--- src/rtl/corevx_mem_arbiter.sv ---
// Two-master to one-slave Avalon-style memory arbiter (port 0 = dcache, port 1 = icache).
// Grants the bus per burst and steers read beats back to the owning master only.
module corevx_mem_arbiter #(
    parameter int unsigned ROUND_ROBIN = 1,
    parameter int unsigned BURST_W     = 5
) (
    input  logic                 clk,
    input  logic                 rst_n,
    input  logic [2*34-1:0]      r_address,
    input  logic [2*BURST_W-1:0] r_burstcount,
    input  logic [1:0]           r_read,
    input  logic [1:0]           r_write,
    input  logic [2*32-1:0]      r_writedata,
    input  logic [2*4-1:0]       r_byteenable,
    output logic [1:0]           r_waitrequest,
    output logic [31:0]          r_readdata,
    output logic [1:0]           r_readdatavalid,
    output logic [1:0]           r_response,
    output logic [33:0]          m_address,
    output logic [BURST_W-1:0]   m_burstcount,
    output logic                 m_read,
    output logic                 m_write,
    output logic [31:0]          m_writedata,
    output logic [3:0]           m_byteenable,
    input  logic                 m_waitrequest,
    input  logic [31:0]          m_readdata,
    input  logic                 m_readdatavalid,
    input  logic [1:0]           m_response
);

    typedef enum logic [1:0] {IDLE, RBURST, WBURST} state_t;

    localparam logic [BURST_W-1:0] ONE = BURST_W'(1);

    state_t             state;
    logic               owner;
    logic               last_grant;
    logic [BURST_W-1:0] beats_left;

    logic [1:0]         req;
    logic               sel;
    logic               fwd;
    logic               in_idle;
    logic [BURST_W-1:0] bc_eff;

    assign req     = r_read | r_write;
    assign in_idle = (state == IDLE);

    // During a write burst the owner keeps the mux even if it drops r_write.
    always_comb begin
        sel = 1'b0;
        if (state == WBURST) begin
            sel = owner;
        end else if (req == 2'b10) begin
            sel = 1'b1;
        end else if (req == 2'b11 && ROUND_ROBIN != 0) begin
            sel = ~last_grant;
        end
    end

    assign fwd = rst_n && ((in_idle && (req != 2'b00)) || (state == WBURST));

    always_comb begin
        m_address    = sel ? r_address[67:34] : r_address[33:0];
        m_burstcount = sel ? r_burstcount[2*BURST_W-1:BURST_W] : r_burstcount[BURST_W-1:0];
        m_writedata  = sel ? r_writedata[63:32] : r_writedata[31:0];
        m_byteenable = sel ? r_byteenable[7:4] : r_byteenable[3:0];
        m_read       = fwd && in_idle && r_read[sel];
        // A read and write from the same master in IDLE: the read wins.
        m_write      = fwd && r_write[sel] && !(in_idle && r_read[sel]);
    end

    always_comb begin
        r_waitrequest = 2'b11;
        if (fwd) begin
            r_waitrequest[sel] = m_waitrequest;
        end
    end

    always_comb begin
        r_readdatavalid = 2'b00;
        if (rst_n && state == RBURST && m_readdatavalid) begin
            r_readdatavalid[owner] = 1'b1;
        end
    end

    assign r_readdata = m_readdata;
    assign r_response = m_response;

    assign bc_eff = (m_burstcount == '0) ? ONE : m_burstcount;

    always_ff @(posedge clk) begin
        if (!rst_n) begin
            state      <= IDLE;
            owner      <= 1'b0;
            last_grant <= 1'b1;
            beats_left <= '0;
        end else begin
            unique case (state)
                IDLE: begin
                    if (m_read && !m_waitrequest) begin
                        owner      <= sel;
                        beats_left <= bc_eff;
                        state      <= RBURST;
                    end else if (m_write && !m_waitrequest) begin
                        if (bc_eff == ONE) begin
                            last_grant <= sel;
                        end else begin
                            owner      <= sel;
                            beats_left <= bc_eff - ONE;
                            state      <= WBURST;
                        end
                    end
                end
                RBURST: begin
                    // Error beats still count; the burst always runs to completion.
                    if (m_readdatavalid) begin
                        beats_left <= beats_left - ONE;
                        if (beats_left == ONE) begin
                            state      <= IDLE;
                            last_grant <= owner;
                        end
                    end
                end
                WBURST: begin
                    if (m_write && !m_waitrequest) begin
                        beats_left <= beats_left - ONE;
                        if (beats_left == ONE) begin
                            state      <= IDLE;
                            last_grant <= owner;
                        end
                    end
                end
                default: state <= IDLE;
            endcase
        end
    end

endmodule

--- config.mk ---
export PLATFORM = sky130hd
export DESIGN_NAME = corevx_mem_arbiter
export DESIGN_NICKNAME = d
export VERILOG_FILES = /design/src/rtl/corevx_mem_arbiter.sv
export SDC_FILE = /design/constraint.sdc
export NUM_CORES = 1
export LEC_CHECK = 0
export ABC_AREA = 1
export ABC_CLOCK_PERIOD_IN_PS = 3500
export BUFFER_PORTS_ARGS = -buffer_cell sky130_fd_sc_hd__buf_2
export CELL_PAD_IN_SITES_DETAIL_PLACEMENT = 1
export CELL_PAD_IN_SITES_GLOBAL_PLACEMENT = 2
export CORE_MARGIN = 3
export CORE_UTILIZATION = 12
export CTS_BUF_LIST = sky130_fd_sc_hd__clkbuf_8
export CTS_CLUSTER_SIZE = 16
export DETAILED_ROUTE_END_ITERATION = 12
export PLACE_DENSITY = 0.95
export SETUP_SLACK_MARGIN = 0.2
export SLEW_MARGIN = 40
export SYNTH_ARGS = -nofsm -noshare
export SYNTH_HDL_FRONTEND = slang
export SYNTH_SLANG_ARGS = --single-unit
--- constraint.sdc ---
create_clock -name clk -period 3.5 [get_ports clk]
set_clock_uncertainty 0.2 [all_clocks]
set_input_delay 0.7 -clock clk [delete_from_list [all_inputs] [get_ports clk]]
set_output_delay 0.7 -clock clk [all_outputs]
set_load 0.02 [all_outputs]
==> impl_metrics.tcl <==
set metrics [dict create \
    gr-usage-met3 0.0385 \
    cp_cell_sequence "inv_1 -> ha_1 -> nor2_2 -> nand2_4 -> nand2_8 -> buf_12 -> buf_16 -> nand2_1 -> nand2_1 -> buf_2" \
    htreeDepth 1 \
    die_area_um2 20500 \
    first_global_vias 3665 \
    die_w_um 143 \
    die_h_um 143 \
    drt-pass1-iter-count 5 \
    wl_per_cell_um 15.4 \
    layout_min_cycle_time_ns 3.12 \
    clk_pin_slew_ns 0.05 \
    final_nets 864 \
    setup_viol_count_final 0 \
    end_kind "primary output" \
    p_int_uw 1010 \
    cts_hold_buf 0 \
    drt_iter0_drc 117 \
    fin_crit_sh 0.890 \
    path_common_cell "nand2_1" \
    critPathBufInv 4 \
    maxCapViolCount 0 \
    tightestPinTransition_ns 0.412 \
    numCtsBuffers 3 \
    grt_use_total 0.121 \
    clockPowerShare 0.048 \
    cts.sinks 9 \
    max_stage_delay_ns 0.38 \
    rsz0062_at_grt "yes" \
    grt-busiest-layer "met2" \
    slew_violations 0 \
    final_area_um2 3580 \
    finalSetupTns_ns 0 \
    cp.arrival_ns 2.22 \
    clock-root-buffer "clkbuf_8" \
    power_per_cell_area_nw_per_um2 756 \
    total_leakage_power_uw 0.00227 \
    met2_usage 0.219 \
    grt_pass1_wl_um 19800 \
    syn_nets 666 \
    gp_congestion 0.751 \
    yosys_warnings 0 \
    syn-instance-count 466 \
    num_vias 3494 \
    avgSynthCellArea_um2 4.84 \
    crit_fanout 36 \
    grt.overflow.total 0 \
    wl_um 13700 \
    antenna_cells 0 \
    hold_class "flop to flop" \
    synth-seq-cells 9 \
    io_pins 307 \
    finalPower_uw 2710 \
    syn_area_um2 2260 \
    start_kind "flop" \
    drc 0 \
    place_area_um2 3450 \
    critPathSlowestCell "dfxtp_1" \
    area.growth.synth_to_final_pct 58.7 \
    final_antenna_net_count 0 \
    status "complete, no violations" \
    maxSlewHeadroom 0.724 \
    seq_area_frac_synth 0.0799 \
    drive_above_1_share 0.403 \
    use_met1 0.140 \
    io_buffers 238 \
    swShare 0.628 \
    critical-path-top-delay-family "simple AND/OR/NAND/NOR gates" \
    pwr-share-seq 0.063 \
    p_sw_uw 1700 \
    clock_latency_ns 0.24 \
    grt_max_degree 73 \
    irDropWorstVdd_mv 0.224 \
    p_comb_frac 0.889 \
    cts_buffer_depth 2 \
    hold_viol 0 \
    dp_hpwl_um 11500 \
    holdWs_ns 0.293 \
    critPathRequiredTime_ns 2.60 \
    initial_core_util 0.124 \
    core_um2 18200 \
    clock.fmax_mhz 321 \
    antenna_found_initial 1 \
    cts_tree "built" \
    synth.distinct_cells 27 \
    vias_per_cell 3.92 \
    critPathKind "flop to primary output" \
    rows 49 \
]
==> stage by stage <==
| stage | instances | setup slack [ns] | utilization |
|---|---|---|---|
| 2_1_floorplan | 466 | 0.625 | - |
| 3_3_place_gp | 884 | 0.428 | 0.190 |
| 3_5_place_dp | 884 | 0.404 | 0.190 |
| 4_1_cts | 888 | 0.228 | 0.192 |
| 5_1_grt | 892 | 0.195 | 0.197 |
| 6_report | 892 | 0.384 | 0.197 |
==> registers in the layout, summed over array words and instances, names as in the netlist <==
| name | count |
|---|---|
| state | 2 |
| beats_left | 5 |
| last_grant | 1 |
| owner | 1 |
==> layout by cell type (no fill, tap or decap), types with 2 or more instances in the layout <==
cell	Yosys	layout
nand3_1	24	24
or2_2	3	3
dfxtp_1	9	9
buf_12	0	2
nand2_1	277	277
o21ai_0	2	2
nand2_2	7	5
buf_4	34	2
buf_2	0	238
nor2_1	29	28
clkbuf_8	0	3
nor2_2	3	4
inv_1	30	31
nand3b_1	4	4
ha_1	8	8
a21oi_1	7	7
==> worst paths after layout <==
check / startpoint / to / slack, ns / cells after the start
max: state[0] / m_writedata[12] / 0.38 / 10
max reg2reg: state[0] / beats_left[3] / 0.58 / 19
min reg2reg: last_grant / last_grant / 0.29 / 2
min: last_grant / last_grant / 0.29 / 2
==> cells in the mapped netlist (all sizes together) <==
cell type / number / area share
a21boi: 1 / 0.0050
a21oi: 8 / 0.023
a31oi: 1 / 0.0028
and2: 1 / 0.0028
buf: 35 / 0.12
clkbuf: 16 / 0.027
dfxtp: 9 / 0.080
ha: 8 / 0.044
inv: 31 / 0.052
nand2: 284 / 0.48
nand3: 26 / 0.065
nand3b: 4 / 0.013
nand4: 1 / 0.0028
nor2: 32 / 0.057
nor3: 1 / 0.0022
o211ai: 1 / 0.0033
o21ai: 4 / 0.014
or2: 3 / 0.0083
==> power groups by stage <==
stage                     Clock, uW  Sequential, uW  Combinational [uW]
after floorplan                   0             163                1600
after global placement            0             172                2300
after detailed placement          0             174                2320
after CTS                       129             172                2340
after global routing            136             177                2700
final                           129             171                2410
==> worst register-to-register path: cells and delay by family, from the launching register on <==
kind | cells | cell delay (ns)
compound gates | 1 | 0.11
fa+ha+maj | 2 | 0.44
buf+inv | 3 | 0.20
flops | 1 | 0.38
simple gates | 13 | 1.47
==> area by class of cell <==
class | instances | area [um^2]
multi-input combinational | 375 | 1650
timing repair buffer | 244 | 1300
sequential | 9 | 180
tap | 229 | 287
clock inverter | 1 | 3.75
fill | 2430 | 14600
clock buffer | 3 | 41.3
inverter | 31 | 116
==> cell families after synthesis <==
logic type                 synth area share
AOI/OAI and AO/OA                    0.0477
adders and majority gates            0.0444
buffers and inverters                 0.196
DFF                                  0.0799
and+or+nand+nor                       0.632
==> per-layer routing <==
metal  wire, um  up-vias  share of wire
met5          0        -              0
li1           -     1766              -
met3       1170       14          0.085
met1       5380     1550           0.39
met4        242        0          0.018
met2       6910      164           0.50
==> timing repair <==
item | 4_1_cts | 5_1_grt
setup buffers | 0 | 3
setup endpoints to repair | 0 | 61
gates resized for setup | 0 | 4
(Power assumes the default switching activity.)
